**config.mk**
```make
export PLATFORM = sky130hd
export DESIGN_NAME = ring_phase_decoder
export DESIGN_NICKNAME = d
export VERILOG_FILES = /design/src/rtl/ring_phase_decoder.sv
export SDC_FILE = /design/constraint.sdc
export NUM_CORES = 1
export LEC_CHECK = 0
export CAP_MARGIN = 0
export CORE_MARGIN = 4
export CORE_UTILIZATION = 35
export CTS_CLUSTER_DIAMETER = 150
export CTS_CLUSTER_SIZE = 14
export DETAILED_ROUTE_END_ITERATION = 6
export PLACE_DENSITY = 0.67
export SYNTH_ARGS = -nofsm -noshare
export SYNTH_HDL_FRONTEND = slang
export SYNTH_SLANG_ARGS = --single-unit
export TNS_END_PERCENT = 30
```
**constraint.sdc**
```tcl
create_clock -name clk -period 3.58 [get_ports clk]
set_input_delay 0.537 -clock clk [delete_from_list [all_inputs] [get_ports clk]]
set_output_delay 0.537 -clock clk [all_outputs]
set_load 0.1 [all_outputs]
```
**src/rtl/ring_phase_decoder.sv**
```systemverilog
// ring_phase_decoder
//   Consumer of a WIDTH-bit one-hot ring counter that rotates right
//   (0001 -> 1000 -> 0100 -> 0010 -> 0001). Each sample must be one-hot and
//   must be the next rotation step. The module reports a registered binary
//   phase index, lock/fault status, and a pulse for each completed revolution.
//
//   Optional feature macro: RING_REV_CNT_EN. When it is defined, the block adds
//   the rev_cnt output, which counts revolutions since lock.
//
// Ports
//   clk       in   1       rising-edge clock
//   rst       in   1       asynchronous active-high reset
//   ring_in   in   WIDTH   ring counter sample
//   ring_vld  in   1       ring_in valid; one rotation step per valid cycle
//   clr_err   in   1       pulse that clears a sticky fault
//   idx       out  IW      bit position of the set bit in the last accepted sample
//   idx_vld   out  1       idx is meaningful (LOCKING or LOCKED)
//   locked    out  1       ring is tracked and stepping correctly
//   err       out  1       sticky fault
//   wrap      out  1       one-cycle pulse when a revolution completes
//   rev_cnt   out  REV_W   revolutions since lock (RING_REV_CNT_EN only)
module ring_phase_decoder #(
  parameter int WIDTH    = 4,
  parameter int LOCK_CNT = 2,
  parameter int REV_W    = 8,
  localparam int IW      = $clog2(WIDTH)
) (
  input  logic             clk,
  input  logic             rst,
  input  logic [WIDTH-1:0] ring_in,
  input  logic             ring_vld,
  input  logic             clr_err,
  output logic [IW-1:0]    idx,
  output logic             idx_vld,
  output logic             locked,
  output logic             err,
  output logic             wrap
`ifdef RING_REV_CNT_EN
  ,
  output logic [REV_W-1:0] rev_cnt
`endif
);

  localparam int CW = $clog2(LOCK_CNT + 1);
  localparam logic [WIDTH-1:0] TOP_BIT = WIDTH'(1) << (WIDTH - 1);

  generate
    if (WIDTH < 2 || LOCK_CNT < 1 || REV_W < 1) begin : g_bad_param
      $error("ring_phase_decoder: illegal parameter value");
    end
  endgenerate

  typedef enum logic [1:0] {HUNT, LOCKING, LOCKED, FAULT} state_t;

  state_t           state, state_nxt;
  logic [CW-1:0]    cnt, cnt_nxt;
  logic [WIDTH-1:0] prev;
  logic [IW-1:0]    enc;
  logic             legal, good;
  logic             idx_load, wrap_nxt, lock_entry;

  // A value is one-hot when it is nonzero and clearing its lowest set bit leaves zero.
  assign legal = (ring_in != '0) && ((ring_in & (ring_in - 1'b1)) == '0);
  assign good  = legal && (ring_in == {prev[0], prev[WIDTH-1:1]});

  // Report the highest set bit. For a legal sample, that is the only set bit.
  always_comb begin
    enc = '0;
    for (int i = 0; i < WIDTH; i++) begin
      if (ring_in[i]) enc = IW'(i);
    end
  end

  always_comb begin
    // NOTE: every signal gets a default here. A path that skips an assignment
    // would otherwise infer a latch.
    state_nxt  = state;
    cnt_nxt    = cnt;
    idx_load   = 1'b0;
    wrap_nxt   = 1'b0;
    lock_entry = 1'b0;
    unique case (state)
      HUNT: begin
        if (ring_vld && legal) begin
          state_nxt = LOCKING;
          cnt_nxt   = '0;
          idx_load  = 1'b1;
        end
      end
      LOCKING: begin
        if (ring_vld) begin
          if (good) begin
            idx_load = 1'b1;
            if (cnt + CW'(1) == CW'(LOCK_CNT)) begin
              state_nxt  = LOCKED;
              cnt_nxt    = '0;
              lock_entry = 1'b1;
            end else begin
              cnt_nxt = cnt + CW'(1);
            end
          end else if (legal) begin
            // A legal sample on the wrong step re-anchors the step count.
            cnt_nxt  = '0;
            idx_load = 1'b1;
          end else begin
            state_nxt = HUNT;
            cnt_nxt   = '0;
          end
        end
      end
      LOCKED: begin
        if (ring_vld) begin
          if (good) begin
            idx_load = 1'b1;
            wrap_nxt = (ring_in == TOP_BIT);
          end else begin
            // A fault takes priority over a clr_err arriving in the same cycle.
            state_nxt = FAULT;
          end
        end
      end
      FAULT: begin
        if (clr_err) begin
          state_nxt = HUNT;
          cnt_nxt   = '0;
        end
      end
      default: state_nxt = HUNT;
    endcase
  end

  // NOTE: sequential state uses non-blocking assignments only. All registers
  // then sample pre-edge values, and simulation matches the synthesized flops.
  always_ff @(posedge clk or posedge rst) begin
    if (rst) begin
      state <= HUNT;
      cnt   <= '0;
    end else begin
      state <= state_nxt;
      cnt   <= cnt_nxt;
    end
  end

  // NOTE: every register here is a real flop with an async reset. There is no
  // memory array, so nothing relies on an unreset power-up value.
  always_ff @(posedge clk or posedge rst) begin
    if (rst) begin
      prev    <= '0;
      idx     <= '0;
      idx_vld <= 1'b0;
      locked  <= 1'b0;
      err     <= 1'b0;
      wrap    <= 1'b0;
    end else begin
      if (ring_vld && state != FAULT) prev <= ring_in;
      if (idx_load) idx <= enc;
      idx_vld <= (state_nxt == LOCKING) || (state_nxt == LOCKED);
      locked  <= (state_nxt == LOCKED);
      err     <= (state_nxt == FAULT);
      wrap    <= wrap_nxt;
    end
  end

`ifdef RING_REV_CNT_EN
  // Clear on lock entry. Increment in step with the wrap pulse, so rev_cnt
  // reflects the new count in the same cycle that wrap is high.
  always_ff @(posedge clk or posedge rst) begin
    if (rst) begin
      rev_cnt <= '0;
    end else if (lock_entry) begin
      rev_cnt <= '0;
    end else if (wrap_nxt) begin
      rev_cnt <= rev_cnt + 1'b1;
    end
  end
`else
  logic unused_lock_entry;
  assign unused_lock_entry = lock_entry;
`endif

endmodule

```
==> results of run 1 <==
critical path, delay by kind of cell:
family	cells	cell delay, ns
adder cells (fa/ha/maj)	1	0.25
buffers and inverters	2	0.61
XOR/XNOR	1	0.22
AO/OA/AOI/OAI	1	0.24
AND/OR/NAND/NOR	2	1.08
metrics by stage:
stage                util  instance area (sq um)  setup WS (ns)
finish              0.440                   1090          0.856
global route        0.440                   1090          0.766
CTS                 0.440                   1090          0.874
detailed placement  0.425                   1050          0.582
global placement    0.425                   1050          0.616
floorplan               -                    905           1.13
area by class of cell:
cell class / instances / area (sq um) / area share
multi-input cells: 62 / 505 / 0.464
flip-flops and latches: 14 / 350 / 0.321
repair buffers: 13 / 130 / 0.119
well taps: 30 / 37.5 / 0.0344
clock buffers: 4 / 36.3 / 0.0333
inverters: 8 / 30.0 / 0.0276
power groups by stage:
| stage | registers (W) | clock network (W) | logic [W] |
|---|---|---|---|
| after detailed placement | 0.000203 | 0 | 0.000288 |
| after global placement | 0.000202 | 0 | 0.000287 |
| after global routing | 0.000204 | 0.000126 | 0.000310 |
| after CTS | 0.000200 | 0.000117 | 0.000290 |
| after floorplan | 0.000311 | 0 | 0.000114 |
| final | 0.000200 | 0.000111 | 0.000288 |
layer usage:
metal  vias up  part of all wire
met1       332              0.50
met4         0             0.025
met3         5             0.033
li1        342                 -
met2        14              0.44
met5         -                 0
worst paths after layout:
check / start / end / slack, ns
worst max-delay path: ring_in[1] / idx_vld / 0.86
worst min-delay path: cnt[1] / cnt[1] / 0.49
worst max register to register: prev[2] / idx_vld / 1.29
worst min register to register: cnt[1] / cnt[1] / 0.49
max in group asynchronous: rst / err / 2.64
min in group asynchronous: rst / idx[1] / 0.59
cells in the final DEF (no fill, tap or decap), drive strengths merged:
cell and instances:
dfrtp 14, o221ai 1, clkbuf 4, nand2b 2
o21ai 4, inv 8, o211ai 1, a21oi 4
nor4 2, mux2 4, mux2i 2, o21a 1
xor2 5, a21o 1, nand3b 1, nand2 3
nor4b 2, or4 2, a211o 1, a211oi 1
nor2b 1, ha 7, or4b 1, nand4b 1
clkdlybuf4s50 13, nor3 2, o41ai 1, or3 1
o31a 1, nor2 4, a32oi 2, a21boi 2
and2 2
registers in the layout, indices dropped and copies added, names as in the netlist:
name,count
state,2
prev,4
err,1
locked,1
idx,2
cnt,2
idx_vld,1
wrap,1
kinds of logic after synthesis:
group | after synthesis
AO/OA/AOI/OAI | 20
adder cells (fa/ha/maj) | 7
flip-flops | 14
buffers and inverters | 11
multiplexers | 6
XOR/XNOR | 5
AND/OR/NAND/NOR | 24
==> out/summary.txt, run 1 <==
critical path's slowest cell -> clkdlybuf4s50_1
ANT nets after route -> 0
Worst Tran Pin Value -> 0.972 ns
slew margin rel. -> 0.350
CTS tree -> yes
Worst-path clk slew -> 0.08 ns
yosys synthesis warning count -> 0
Comb power frac -> 0.481
grt peak-use layer -> met2
grt ovf -> 0
Finished Layout Cells -> 131
CTS root buf -> clkbuf_4
worst-path fanout max -> 7
most frequent cells after synthesis -> dfrtp_1 (14), inv_1 (8), ha_1 (7)
row cnt -> 18
Top Ports -> 14
largest net degree at the start of global routing -> 15
RSZ-0062 raised after global routing -> no
cell area power density -> 550 nW/um^2
Crit path largest cell delay -> 0.56 ns
top-count cell post-synth -> dfrtp_1
mux share of post-synthesis cell area -> 0.0719
Synth cell types -> 38
# fillers -> 234
drt pass-1 iters -> 4
commonest register cell after synthesis -> dfrtp_1
met2 usage in global routing -> 0.167
EDFF count, synth -> 0
WHS -> 0.485 ns
first-pass GRT wire length -> 2990 microns
met3 Use GR -> 0.0219
Seq/Total Area, Yosys -> 0.387
# H-tree levels -> 1
Setup CP Type -> input pin to flop
crit-path most repeated cell -> or4_4
Die H -> 58.8 microns
Area contributors post-synth -> dfrtp_1 (39%), ha_1 (9.7%), xor2_1 (3.9%), mux2_2 (3.7%), inv_1 (3.3%)
type of the worst min-delay path -> flop to flop
Reg2Reg Depth -> 6
FF+latch count, synth -> 14
largest family of logic cells by synthesized area -> simple AND/OR/NAND/NOR gates
mean routed wirelength per cell -> 13.1 microns
Tcrit/Tclk final -> 0.761
Clock Path Buffers -> 2
cts hold-fix bufs -> 0
DRT Wirelength -> 1710 microns
critical path endpoint category -> flop
final hold violations -> 0
fin nets -> 117
Port Buffers -> 13
Lkg Pwr -> 0.465 nW
NetSw -> 0.000270 W
initial antenna violation count -> 0
status -> complete, no violations
fin crit period -> 2.72 ns
via count -> 693
Clk pwr share -> 0.185
Worst EP required -> 3.80 ns
Synth-to-Final Area Change -> 20.5%
Final setup violation count -> 0
CTS sink cnt -> 14
Horiz. Die Dim -> 58.8 microns
Worst Skew -> 0.00726 ns
worst skew pair latency -> 0.28 ns
dpl hpwl -> 1340 microns
worst path cell trace -> clkdlybuf4s50_1 > xor2_2 > or4_4 > or4_4 > a32oi_2 > ha_1 > inv_1
mapped cell area -> 905 sq um
Max Freq -> 367 MHz
placer congestion estimate -> 0.836
Sum Neg Setup Slack -> 0 ns
gate count after technology mapping -> 87
Synth top area share -> 0.387
Total GRT Usage -> 0.114
Seq pwr share -> 0.334
TritonCTS Buffers -> 3
Starting DRT DRC Count -> 13
die area -> 3460 sq um
synthesized area per cell -> 10.4 sq um
fin. max-slew vios -> 0
Adder-Cell Fraction of Synth Area -> 0.0968
Arr. time, crit path -> 2.94 ns
largest area contributor in the netlist -> dfrtp_1
vias in the first global route -> 660
FFs w/ async S/R, synth -> 1.00
final routed DRC violation total -> 0
GRT met1 Usage -> 0.154
Final Power -> 0.000600 W
VDD IR max -> 0.463 mV
CP Launch Type -> input pin
Synth Area in Compound Gates -> 0.165
switching part of the total -> 0.451
vias per cell -> 5.29
antenna cells -> 0
Initial Utilization -> 0.365
hold path depth -> 1
ratio of cells with drive above 1 in the final layout -> 0.119
Net Count, Synth -> 102
Max-cap violations -> 0
Int Power -> 0.000330 W
post_cts resized -> 0
Synth Area in XOR/XNOR -> 0.0567
Synth Area in Simple Gates -> 0.169
post-placement cell count -> 127
post-CTS setup buffers -> 0
core area -> 2480 sq um
Note: power is estimated with default switching activity, not from simulation.
==> inputs of run 2 (changes only) <==
==> constraint.sdc (replaced) <==
create_clock -name clk -period 2.79 [get_ports clk]
set_input_delay 0.4185 -clock clk [delete_from_list [all_inputs] [get_ports clk]]
set_output_delay 0.4185 -clock clk [all_outputs]
set_load 0.1 [all_outputs]
==> run 2 against run 1 <==
Effect of this change: clock skew decreased by 0.0048 ns; register-to-register slack lost 0.79 ns; worst setup slack worse by 0.57 ns; largest power group unchanged; critical path depth grew 1; first-iteration DRC count rose by 62%; highest routed layer unchanged; clock power barely moved; hold slack worse by 0.0056 ns; critical path type unchanged; critical endpoint unchanged; core utilization rose by 0.66 points.
==> out/summary.txt, run 2 (synthesized netlist as in run 1, its figures left out) <==
status -> complete, no violations
critical path endpoint category -> flop
Horiz. Die Dim -> 58.8 microns (unchanged)
worst skew pair latency -> 0.27 ns (about the same)
post-CTS setup buffers -> 0 (unchanged)
Worst EP required -> 3.00 ns (-0.80 ns)
Top Ports -> 14 (unchanged)
Seq pwr share -> 0.342 (+0.008)
vias per cell -> 5.25 (-0.76%)
Clk pwr share -> 0.146 (-0.039)
row cnt -> 18 (unchanged)
Finished Layout Cells -> 136 (+3.8%)
final routed DRC violation total -> 0 (unchanged)
Starting DRT DRC Count -> 21 (+8)
dpl hpwl -> 1440 microns (+7.5%)
fin. max-slew vios -> 0 (unchanged)
Clock Path Buffers -> 2 (unchanged)
ratio of cells with drive above 1 in the final layout -> 0.217 (+0.0982)
DRT Wirelength -> 1810 microns (+5.8%)
cts hold-fix bufs -> 0 (unchanged)
most common cell after layout, fill and taps aside -> dfrtp_1
Final setup violation count -> 0 (unchanged)
CTS tree -> yes
Total GRT Usage -> 0.118 (+0.00471)
Arr. time, crit path -> 2.72 ns (-0.22 ns)
ANT nets after route -> 0 (unchanged)
CTS sink cnt -> 14 (unchanged)
Lkg Pwr -> 0.494 nW (+6.3%)
initial antenna violation count -> 0 (unchanged)
NetSw -> 0.000346 W (+28%)
die area -> 3460 sq um (unchanged)
Worst-path clk slew -> 0.08 ns (about the same)
switching part of the total -> 0.464 (+0.0132)
dpl cell area -> 1080 sq um (+2.9%)
fin crit period -> 2.50 ns
final hold violations -> 0 (unchanged)
cell area power density -> 675 nW/um^2 (+23%)
vias in the first global route -> 737 (+12%)
most frequent cells in the layout -> dfrtp_1 (14), buf_4 (12), inv_1 (8)
worst-path fanout max -> 6 (-1)
Initial Utilization -> 0.365 (unchanged)
first-pass GRT wire length -> 3140 microns (+4.8%)
Comb power frac -> 0.512 (+0.031)
post_cts resized -> 0 (unchanged)
WHS -> 0.480 ns (-0.00561 ns)
core area -> 2480 sq um (unchanged)
type of the worst min-delay path -> input pin to async pin
Synth-to-Final Area Change -> 22.3%
fin nets -> 123 (+5.1%)
Int Power -> 0.000401 W (+22%)
largest net degree at the start of global routing -> 15 (unchanged)
Reg with most FFs -> prev
mean routed wirelength per cell -> 13.3 microns (+2.0%)
VDD IR max -> 0.419 mV (-9.6%)
via count -> 714 (+3.0%)
slew margin rel. -> 0.631 (+0.281)
post-placement cell count -> 133 (+4.7%)
Die H -> 58.8 microns (unchanged)
grt ovf -> 0 (unchanged)
CTS root buf -> clkbuf_4
Max Freq -> 399 MHz
Tcrit/Tclk final -> 0.897
antenna cells -> 0 (unchanged)
TritonCTS Buffers -> 3 (unchanged)
Final Power -> 0.000747 W (+25%)
drt pass-1 iters -> 4 (unchanged)
final instance area -> 1110 sq um (+1.5%)
CP Launch Type -> input pin
Setup CP Type -> input pin to flop
max reg flops -> 4 (unchanged)
# H-tree levels -> 1 (unchanged)
Max-cap violations -> 0 (unchanged)
Worst Tran Pin Value -> 0.550 ns (-0.422 ns)
Port Buffers -> 13 (unchanged)
placer congestion estimate -> 0.787 (-5.9%)
RSZ-0062 raised after global routing -> no
Worst Skew -> 0.00246 ns (-0.00480 ns)
[run 2: cell types whose count changed in the layout (fill, tap and decap cells not counted), sizes merged]
cell | previous run | this run
clkdlybuf4s50 | 13 | 7
buf | 0 | 12
clkbuf | 4 | 3
[run 2: routing by layer]
layer / up-vias / global-route usage / part of all wire
met5: - / 0 / 0
met4: 0 / 0.0485 / 0.0066
li1: 349 / - / -
met3: 2 / 0.0285 / 0.038
met2: 13 / 0.189 / 0.48
met1: 350 / 0.153 / 0.47
[run 2: final cells by class]
cell class / count / area, sq um
clock buffer: 3 / 22.5
fill: 263 / 1370
inverter: 8 / 30.0
multi-input combinational: 62 / 505
sequential: 14 / 350
tap: 30 / 37.5
timing repair buffer: 19 / 160
[run 2: path summary, 6_finish.rpt]
| kind | start | endpoint | slack [ns] | cells after the start |
|---|---|---|---|---|
| max reg2reg | prev[2] | idx_vld | 0.50 | 6 |
| min reg2reg | cnt[1] | cnt[1] | 0.48 | 1 |
| min in group clk | cnt[1] | cnt[1] | 0.48 | 1 |
| min | rst | idx[1] | 0.48 | 2 |
| max in group asynchronous | rst | state[1] | 1.96 | 2 |
| max | ring_in[2] | idx_vld | 0.29 | 8 |
[run 2: power by group through the flow]
stage / logic (W) / registers (W) / clock network, W
after floorplan: 0.000146 / 0.000399 / 0
after global placement: 0.000377 / 0.000260 / 0
after detailed placement: 0.000383 / 0.000260 / 0
after CTS: 0.000384 / 0.000256 / 0.000118
after global routing: 0.000408 / 0.000261 / 0.000129
final: 0.000382 / 0.000256 / 0.000109
[run 2: worst max-delay path, stage by stage]
cell and delay (ns):
clkdlybuf4s50_1 0.43, buf_4 0.17, nor4b_1 0.44, a211oi_1 0.18
or4_4 0.52, a32oi_2 0.24, ha_1 0.26, inv_1 0.06
[run 2: through the flow]
step	utilization	TNS (ns)	setup WS, ns
6_report	0.446	0	0.286
5_1_grt	0.446	0	0.108
4_1_cts	0.446	0	0.278
3_5_place_dp	0.437	-0.00933	-0.00933
3_3_place_gp	0.437	0	0.0573
2_1_floorplan	-	0	0.461
